--- src/rtl/uart_transmitter.sv ---
// UART transmitter, 8 data bits, 1 stop bit, runtime-selectable baud rate.
// Define UART_TX_PARITY_EN to insert an even-parity bit between bit 7 and the stop bit.
module uart_transmitter #(
    parameter int CLK_FREQ = 100_000_000
) (
    input  logic       clk,
    input  logic       reset,
    input  logic [2:0] baudrate_set,
    input  logic [7:0] TxData,
    input  logic       transmit,
    output logic       TxD,
    output logic       busy,
    output logic       done
);

    localparam logic [2:0] S_IDLE   = 3'd0;
    localparam logic [2:0] S_START  = 3'd1;
    localparam logic [2:0] S_DATA   = 3'd2;
`ifdef UART_TX_PARITY_EN
    localparam logic [2:0] S_PARITY = 3'd3;
`endif
    localparam logic [2:0] S_STOP   = 3'd4;

    localparam logic [19:0] DIV_9600   = 20'(CLK_FREQ / 9600);
    localparam logic [19:0] DIV_19200  = 20'(CLK_FREQ / 19200);
    localparam logic [19:0] DIV_38400  = 20'(CLK_FREQ / 38400);
    localparam logic [19:0] DIV_57600  = 20'(CLK_FREQ / 57600);
    localparam logic [19:0] DIV_115200 = 20'(CLK_FREQ / 115200);
    localparam logic [19:0] DIV_230400 = 20'(CLK_FREQ / 230400);
    localparam logic [19:0] DIV_460800 = 20'(CLK_FREQ / 460800);
    localparam logic [19:0] DIV_921600 = 20'(CLK_FREQ / 921600);

    logic [2:0]  r_state;
    logic [19:0] r_div;
    logic [19:0] r_cnt;
    logic [2:0]  r_bit;
    logic [7:0]  r_data;
    logic        r_txd;
    logic [19:0] w_div_sel;
    logic        w_last;

    always_comb begin
        w_div_sel = DIV_9600;
        case (baudrate_set)
            3'd0: w_div_sel = DIV_9600;
            3'd1: w_div_sel = DIV_19200;
            3'd2: w_div_sel = DIV_38400;
            3'd3: w_div_sel = DIV_57600;
            3'd4: w_div_sel = DIV_115200;
            3'd5: w_div_sel = DIV_230400;
            3'd6: w_div_sel = DIV_460800;
            3'd7: w_div_sel = DIV_921600;
            default: w_div_sel = DIV_9600;
        endcase
    end

    // Bit period counter restarts at every state change, so phase follows acceptance.
    assign w_last = (r_cnt == r_div - 20'd1);

    always_ff @(posedge clk) begin
        if (reset) begin
            r_state <= S_IDLE;
            r_div   <= '0;
            r_cnt   <= '0;
            r_bit   <= '0;
            r_data  <= '0;
            r_txd   <= 1'b1;
        end else begin
            case (r_state)
                S_IDLE: begin
                    if (transmit) begin
                        r_state <= S_START;
                        r_data  <= TxData;
                        r_div   <= w_div_sel;
                        r_cnt   <= '0;
                        r_bit   <= '0;
                        r_txd   <= 1'b0;
                    end
                end
                S_START: begin
                    if (w_last) begin
                        r_cnt   <= '0;
                        r_state <= S_DATA;
                        r_txd   <= r_data[0];
                    end else begin
                        r_cnt <= r_cnt + 20'd1;
                    end
                end
                S_DATA: begin
                    if (w_last) begin
                        r_cnt <= '0;
                        if (r_bit == 3'd7) begin
`ifdef UART_TX_PARITY_EN
                            r_state <= S_PARITY;
                            r_txd   <= ^r_data;
`else
                            r_state <= S_STOP;
                            r_txd   <= 1'b1;
`endif
                        end else begin
                            r_bit <= r_bit + 3'd1;
                            r_txd <= r_data[r_bit + 3'd1];
                        end
                    end else begin
                        r_cnt <= r_cnt + 20'd1;
                    end
                end
`ifdef UART_TX_PARITY_EN
                S_PARITY: begin
                    if (w_last) begin
                        r_cnt   <= '0;
                        r_state <= S_STOP;
                        r_txd   <= 1'b1;
                    end else begin
                        r_cnt <= r_cnt + 20'd1;
                    end
                end
`endif
                S_STOP: begin
                    if (w_last) begin
                        r_cnt   <= '0;
                        r_state <= S_IDLE;
                    end else begin
                        r_cnt <= r_cnt + 20'd1;
                    end
                end
                default: begin
                    r_state <= S_IDLE;
                    r_txd   <= 1'b1;
                end
            endcase
        end
    end

    assign TxD  = r_txd;
    assign busy = (r_state != S_IDLE);
    assign done = (r_state == S_STOP) && w_last;

endmodule

--- config.mk ---
export PLATFORM = sky130hd
export DESIGN_NAME = uart_transmitter
export DESIGN_NICKNAME = d
export VERILOG_FILES = /design/src/rtl/uart_transmitter.sv
export SDC_FILE = /design/constraint.sdc
export NUM_CORES = 1
export LEC_CHECK = 0
export ABC_AREA = 0
export BUFFER_PORTS_ARGS = -buffer_cell sky130_fd_sc_hd__buf_2
export CAP_MARGIN = 30
export CELL_PAD_IN_SITES_DETAIL_PLACEMENT = 0
export CELL_PAD_IN_SITES_GLOBAL_PLACEMENT = 1
export CORE_ASPECT_RATIO = 2
export CORE_MARGIN = 8
export CORE_UTILIZATION = 40
export DETAILED_ROUTE_END_ITERATION = 12
export PLACE_DENSITY_LB_ADDON = 0.1
export SLEW_MARGIN = 30
export SYNTH_ARGS = -nofsm -noshare
export SYNTH_HDL_FRONTEND = slang
export SYNTH_SLANG_ARGS = --single-unit
--- constraint.sdc ---
create_clock -name clk -period 2.6 [get_ports clk]
set_input_delay 0.13 -clock clk [delete_from_list [all_inputs] [get_ports clk]]
set_output_delay 0.13 -clock clk [all_outputs]
set_load 0.01 [all_outputs]
# ---- Yosys cells after proc, flatten, opt, wreduce, memory -nomap -nowiden
# Memories as Yosys holds them, arrays and structs flattened. A register that Yosys moved wholly into a read port is not among the register bits.
# Index checks and enable logic that the tools add are counted.
dict set report totals {
  reg_bits 55
  mem_bits_ro 112
  output_inout_bits 3
  elab_cells 54
  n_memories 1
}
# name depth width rd rd_clocked_by_memory_dff write_ports line
set memory_table {}
lappend memory_table {{(name not given)} 8 14 1 1 0 44} ;# case (baudrate_set)
dict set report op_classes {
  addsub 3
  order_cmp 1
  n_eq_ne 11
  mux 20
  n_bitwise 1
  reduce_logical 11
}
# cell count
set ops {}
lappend ops {{2-to-1 mux 20 bit} 2}
lappend ops {{one-hot mux 20 bit (2 select lines)} 1}
lappend ops {{2-to-1 mux 3 bit} 8}
lappend ops {{adder 20 x 1 -> 20 bit (second input constant)} 1}
lappend ops {{equality test 20 bit} 1}
lappend ops {{subtractor 20 x 1 -> 20 bit (second input constant)} 1}
lappend ops {{!= test 2 bit (second input constant)} 6}
lappend ops {{one-hot mux 3 bit (4 select lines)} 1}
lappend ops {{AND reduction 4 bit} 2}
lappend ops {{equality test 3 bit (second input constant)} 2}
lappend ops {{one-hot mux 3 bit (2 select lines)} 1}
lappend ops {{2-to-1 mux 1 bit} 5}
lappend ops {{AND reduction 5 bit} 1}
lappend ops {{< comparator 3 x 4 -> 1 bit (second input constant)} 1}
lappend ops {{one-hot mux 1 bit (4 select lines)} 1}
lappend ops {{AND reduction 2 bit} 2}
lappend ops {{nonzero test 2 bit} 2}
lappend ops {{adder 3 x 1 -> 3 bit (second input constant)} 1}
lappend ops {{binary-select mux 1 bit (select 3 bit)} 1}
lappend ops {{equality test 3 x 1 -> 1 bit (second input constant)} 1}
lappend ops {{equality test 3 x 2 -> 1 bit (second input constant)} 1}
lappend ops {{zero test 3 bit} 1}
lappend ops {{nonzero test 3 bit} 1}
lappend ops {{OR reduction 3 bit} 1}
lappend ops {{2 further kinds} 2}

# ---- Depth between registers and ports, before layout
dict set report logic_depth {
  ltp_word 6
  depth_mapped 11
}

# ---- Worst setup path after synthesis
# OpenSTA, ideal clock, no wires.
dict set report synth_path {
  path_kind {reg-to-reg}
  startpoint {register r_div[0]}
  endpoint {register r_cnt[18]}
  arrival_ns 2.355
  required_time_ns 2.478
  path_slack_ns 0.123
  stages_incl_launch_ff 11
  path_buffers 1
  period_less_slack_ns 2.477
  path_cell_list {dfxtp_1 -> inv_1 -> ha_1 -> nor3b_1 -> nand4_1 -> mux2i_1 -> nor4_1 -> o2111a_1 -> buf_6 -> nor2_1 -> a221o_1}
}
dict set report synth_via {
  elab_chain_cells 4
}
# item line
set synth_rtl {}
lappend synth_rtl {{from (decl)} 34} ;# logic [19:0] r_div;
lappend synth_rtl {{subtractor 20 x 1 -> 20 bit} 58} ;# assign w_last = (r_cnt == r_div - 20'd1);
lappend synth_rtl {{equality test 20 bit} 58}
lappend synth_rtl {{2-to-1 mux 20 bit} {81, 90, 120}}
lappend synth_rtl {{one-hot mux 20 bit (2 select lines)} 69} ;# case (r_state)
lappend synth_rtl {{to (signal assigned)} 86} ;# r_cnt <= r_cnt + 20'd1;
lappend synth_rtl {{to (signal assigned)} 105} ;# r_cnt <= r_cnt + 20'd1;
lappend synth_rtl {{to (signal assigned)} 124} ;# r_cnt <= r_cnt + 20'd1;
lappend synth_rtl {{to (decl)} 35} ;# logic [19:0] r_cnt;
# Every way passes these cells.
# A chain may end at the register's enable or synchronous reset.

# ---- Worst setup path in the final report
dict set report layout_path {
  startpoint {register r_div[6]}
  endpoint {output done}
}
dict set report layout_via {
  elab_chain_cells 3
}
# item line
set layout_rtl {}
lappend layout_rtl {{subtractor 20 x 1 -> 20 bit} 58}
lappend layout_rtl {{equality test 20 bit} 58}
lappend layout_rtl {{logical AND 1 bit} 137} ;# assign done = (r_state == S_STOP) && w_last;
lappend layout_rtl {{to (decl)} 13} ;# output logic done
# Every way passes these cells.

==> run_results.csv <==
group,metric,value,unit
synthesis,yosys_register_bits,49,
timing,fin_crit,2.61,ns
die,initial_core_util,0.412,
synthesis,synthAdderAreaFrac,0.0360,
synthesis,postSynthAreaPerCell,8.07,sq um
synthesis,synth.distinct_cells,53,
layout,mostFrequentLayoutCells,"45 x dfxtp_1, 41 x nand2_1, 30 x nor2_1, 29 x buf_4, 21 x a21oi_1",
power_and_ir_drop,power_density,549,nW/um^2
route,vias,2953,
synthesis,synth.largest_area_cell,"dfxtp_1",
layout,drive_gt1_frac,0.196,
critical_path,endpoint_kind,"primary output",
synthesis,yosysWarnings,0,
layout,final_common_cell,"dfxtp_1",
cts,cts-buffers-inserted,5,
synthesis,synth_fp_nets,411,
critical_path,arrival,2.48,ns
grt,grt_pass1_vias,2769,
synthesis,synth_area_leaders,"dfxtp_1 31%, nand2_1 5.0%, ha_1 3.6%",
placed_design,dpl.hpwl,6700,microns
die,dieWidth,78.6,microns
critical_path,required,2.47,ns
route,routed_wirelength,8710,microns
grt,overflow,0,
timing,setup_viol,1,
synthesis,yosysSeqAreaShare,0.313,
cts,clk_latency,0.29,ns
timing,max_freq,383,MHz
run,maxCapViolCount,0,
layout,finalCoreUtilization,0.483,
route,first_iter_violations,112,
cts,htreeDepth,2,
layout,diodes,0,
cts,clock-sinks,49,
placed_design,gp_congestion,0.836,
synthesis,synth_compound_area_frac,0.194,
route,firstDrtPassIters,4,
timing,postLayoutSetupSlackWorst,-0.0143,ns
critical_path,path_max_fanout,4,
placed_design,place_inst,505,
synthesis,synth_top_family_by_area,"simple AND/OR/NAND/NOR gates",
synthesis,synthMuxAreaShare,0.0304,
grt,antenna_found_initial,0,
die,num_rows,45,
cts,cts_tree,"done",
timing,rsz0062_at_grt,"yes",
timing,slew_violations,0,
die,die_y,141,microns
timing,fin_crit_sh,1.01,
cts,clk_pin_slew,0.06,ns
placed_design,port_buffers,16,
critical_path,critPathLaunchType,"register",
route,ant_nets,0,
die,num_io_pins,17,
synthesis,synth_flop_cell,"dfxtp_1",
grt,grt_util_all_layers,0.158,
synthesis,synthSimpleGateAreaFrac,0.323,
layout,fin_cells,512,
grt,grt_max_degree,38,
synthesis,async_flop_share,0,
power_and_ir_drop,finalPower,2.01,mW
synthesis,synth_edf_count,0,
outcome,status,"finished, violations left",
synthesis,synthXorXnorAreaFrac,0.0532,
die,dieArea,11100,sq um
layout,area_delta_synth_final,17.3,%
critical_path,worstSetupPathType,"register to primary output",
cts,cts_buffer_depth,2,
worst_hold_path,hold_class,"input port to register",
timing,finalHoldViolCount,0,
outcome,violations,"negative setup slack",
power_and_ir_drop,vdd_ir_drop_max,0.561,mV
synthesis,synth_top_cell_area_share,0.313,
route,drc,0,
timing,skew,0.00504,ns
synthesis,mappedNetlistArea,3130,sq um
synthesis,netlist_instances,388,
die,placeableCoreArea,7600,sq um
timing,relSlewSlack,0.651,
power_and_ir_drop,power.leakage,1.43,nW
grt,grt_first_pass_wirelength,14000,microns
layout,nNetsFinal,441,
route,drt-wirelength-per-cell,17.0,microns
route,viasPerCell,5.77,
timing,tightest_slew,0.522,ns
cts,cts_root_buf,"clkbuf_16",
==> sequential cells by signal, summed over array words and instances (netlist names) <==
signal and flops:
TxD 1, r_div 14, r_data 8, r_state 3, r_cnt 20, r_bit 3
==> area by class of cell <==
class	count	area, sq um
Fill cell	794	3930
Inverter	7	26.3
Multi-Input combinational cell	308	2070
Clock buffer	6	139
Tap cell	94	118
Clock inverter	1	7.51
Timing Repair Buffer	47	329
Sequential cell	49	986
==> timing repair <==
action / in CTS / in global routing
gates resized for setup: 8 / 12
hold buffers: 0 / 0
pin swaps: 2 / 4
setup endpoints to repair: 14 / 25
buffers inserted: 0 / 1
==> metal layers <==
metal / up-vias / global-route usage / part of all wire
li1: 1482 / - / -
met1: 1416 / 0.154 / 0.39
met2: 36 / 0.295 / 0.54
met3: 19 / 0.0242 / 0.016
met4: 0 / 0.0964 / 0.057
met5: - / 0 / 0
==> final timing paths <==
kind,start,to,slack (ns),cells after the start
setup / recovery,r_div[6],done,-0.01,7
hold / removal,TxData[7],r_data[7],0.07,3
setup reg to reg,r_div[0],r_cnt[13],0.06,12
hold reg to reg,r_data[2],r_data[2],0.45,2
==> worst max-delay path, stage by stage (launching register included) <==
cell and delay, ns:
dfxtp_2 0.34, or4_4 0.54, or3_4 0.40, mux2i_1 0.15
a211o_1 0.23, nand2_2 0.09, nor4_4 0.27, buf_2 0.19
==> where the power goes <==
| group | leakage [nW] | switching, mW | internal, mW |
|---|---|---|---|
| clock | 0.0690 | 0.289 | 0.378 |
| sequential | 0.400 | 0.0485 | 0.789 |
| combinational | 0.957 | 0.274 | 0.237 |
| total | 1.43 | 0.611 | 1.40 |
==> cell families (layout without fill, tap and decap cells) <==
family                     count (synthesis)  count (layout)
muxes                                      7               7
and+or+nand+nor                          188             188
AOI/OAI and AO/OA                         85              85
buffers and inverters                     31              61
xor gates and xnor gates                  19              19
DFF                                       49              49
adders and majority gates                  9               9
==> synth_stat cells, types with 10 or more instances <==
library cell / instances
nand3_1: 16
o21a_1: 10
nor3_1: 14
dfxtp_1: 49
nor4_1: 10
and3_1: 11
xnor2_1: 10
a21oi_1: 22
nand2b_1: 13
clkbuf_1: 17
nand2_1: 42
nor3b_1: 12
nor2_1: 30
==> metrics by stage <==
step / TNS (ns) / instance area, sq um / worst slack [ns] / hold slack (ns)
2_1_floorplan: 0 / 3130 / 0.124 / 0.266
3_3_place_gp: -0.420 / 3440 / -0.131 / 0.368
3_5_place_dp: -0.313 / 3440 / -0.108 / 0.376
4_1_cts: -0.00649 / 3620 / -0.00649 / 0.0656
5_1_grt: -0.330 / 3670 / -0.0706 / 0.0709
6_report: -0.0143 / 3670 / -0.0143 / 0.0708
Note: power is estimated with default switching activity, not from simulation.
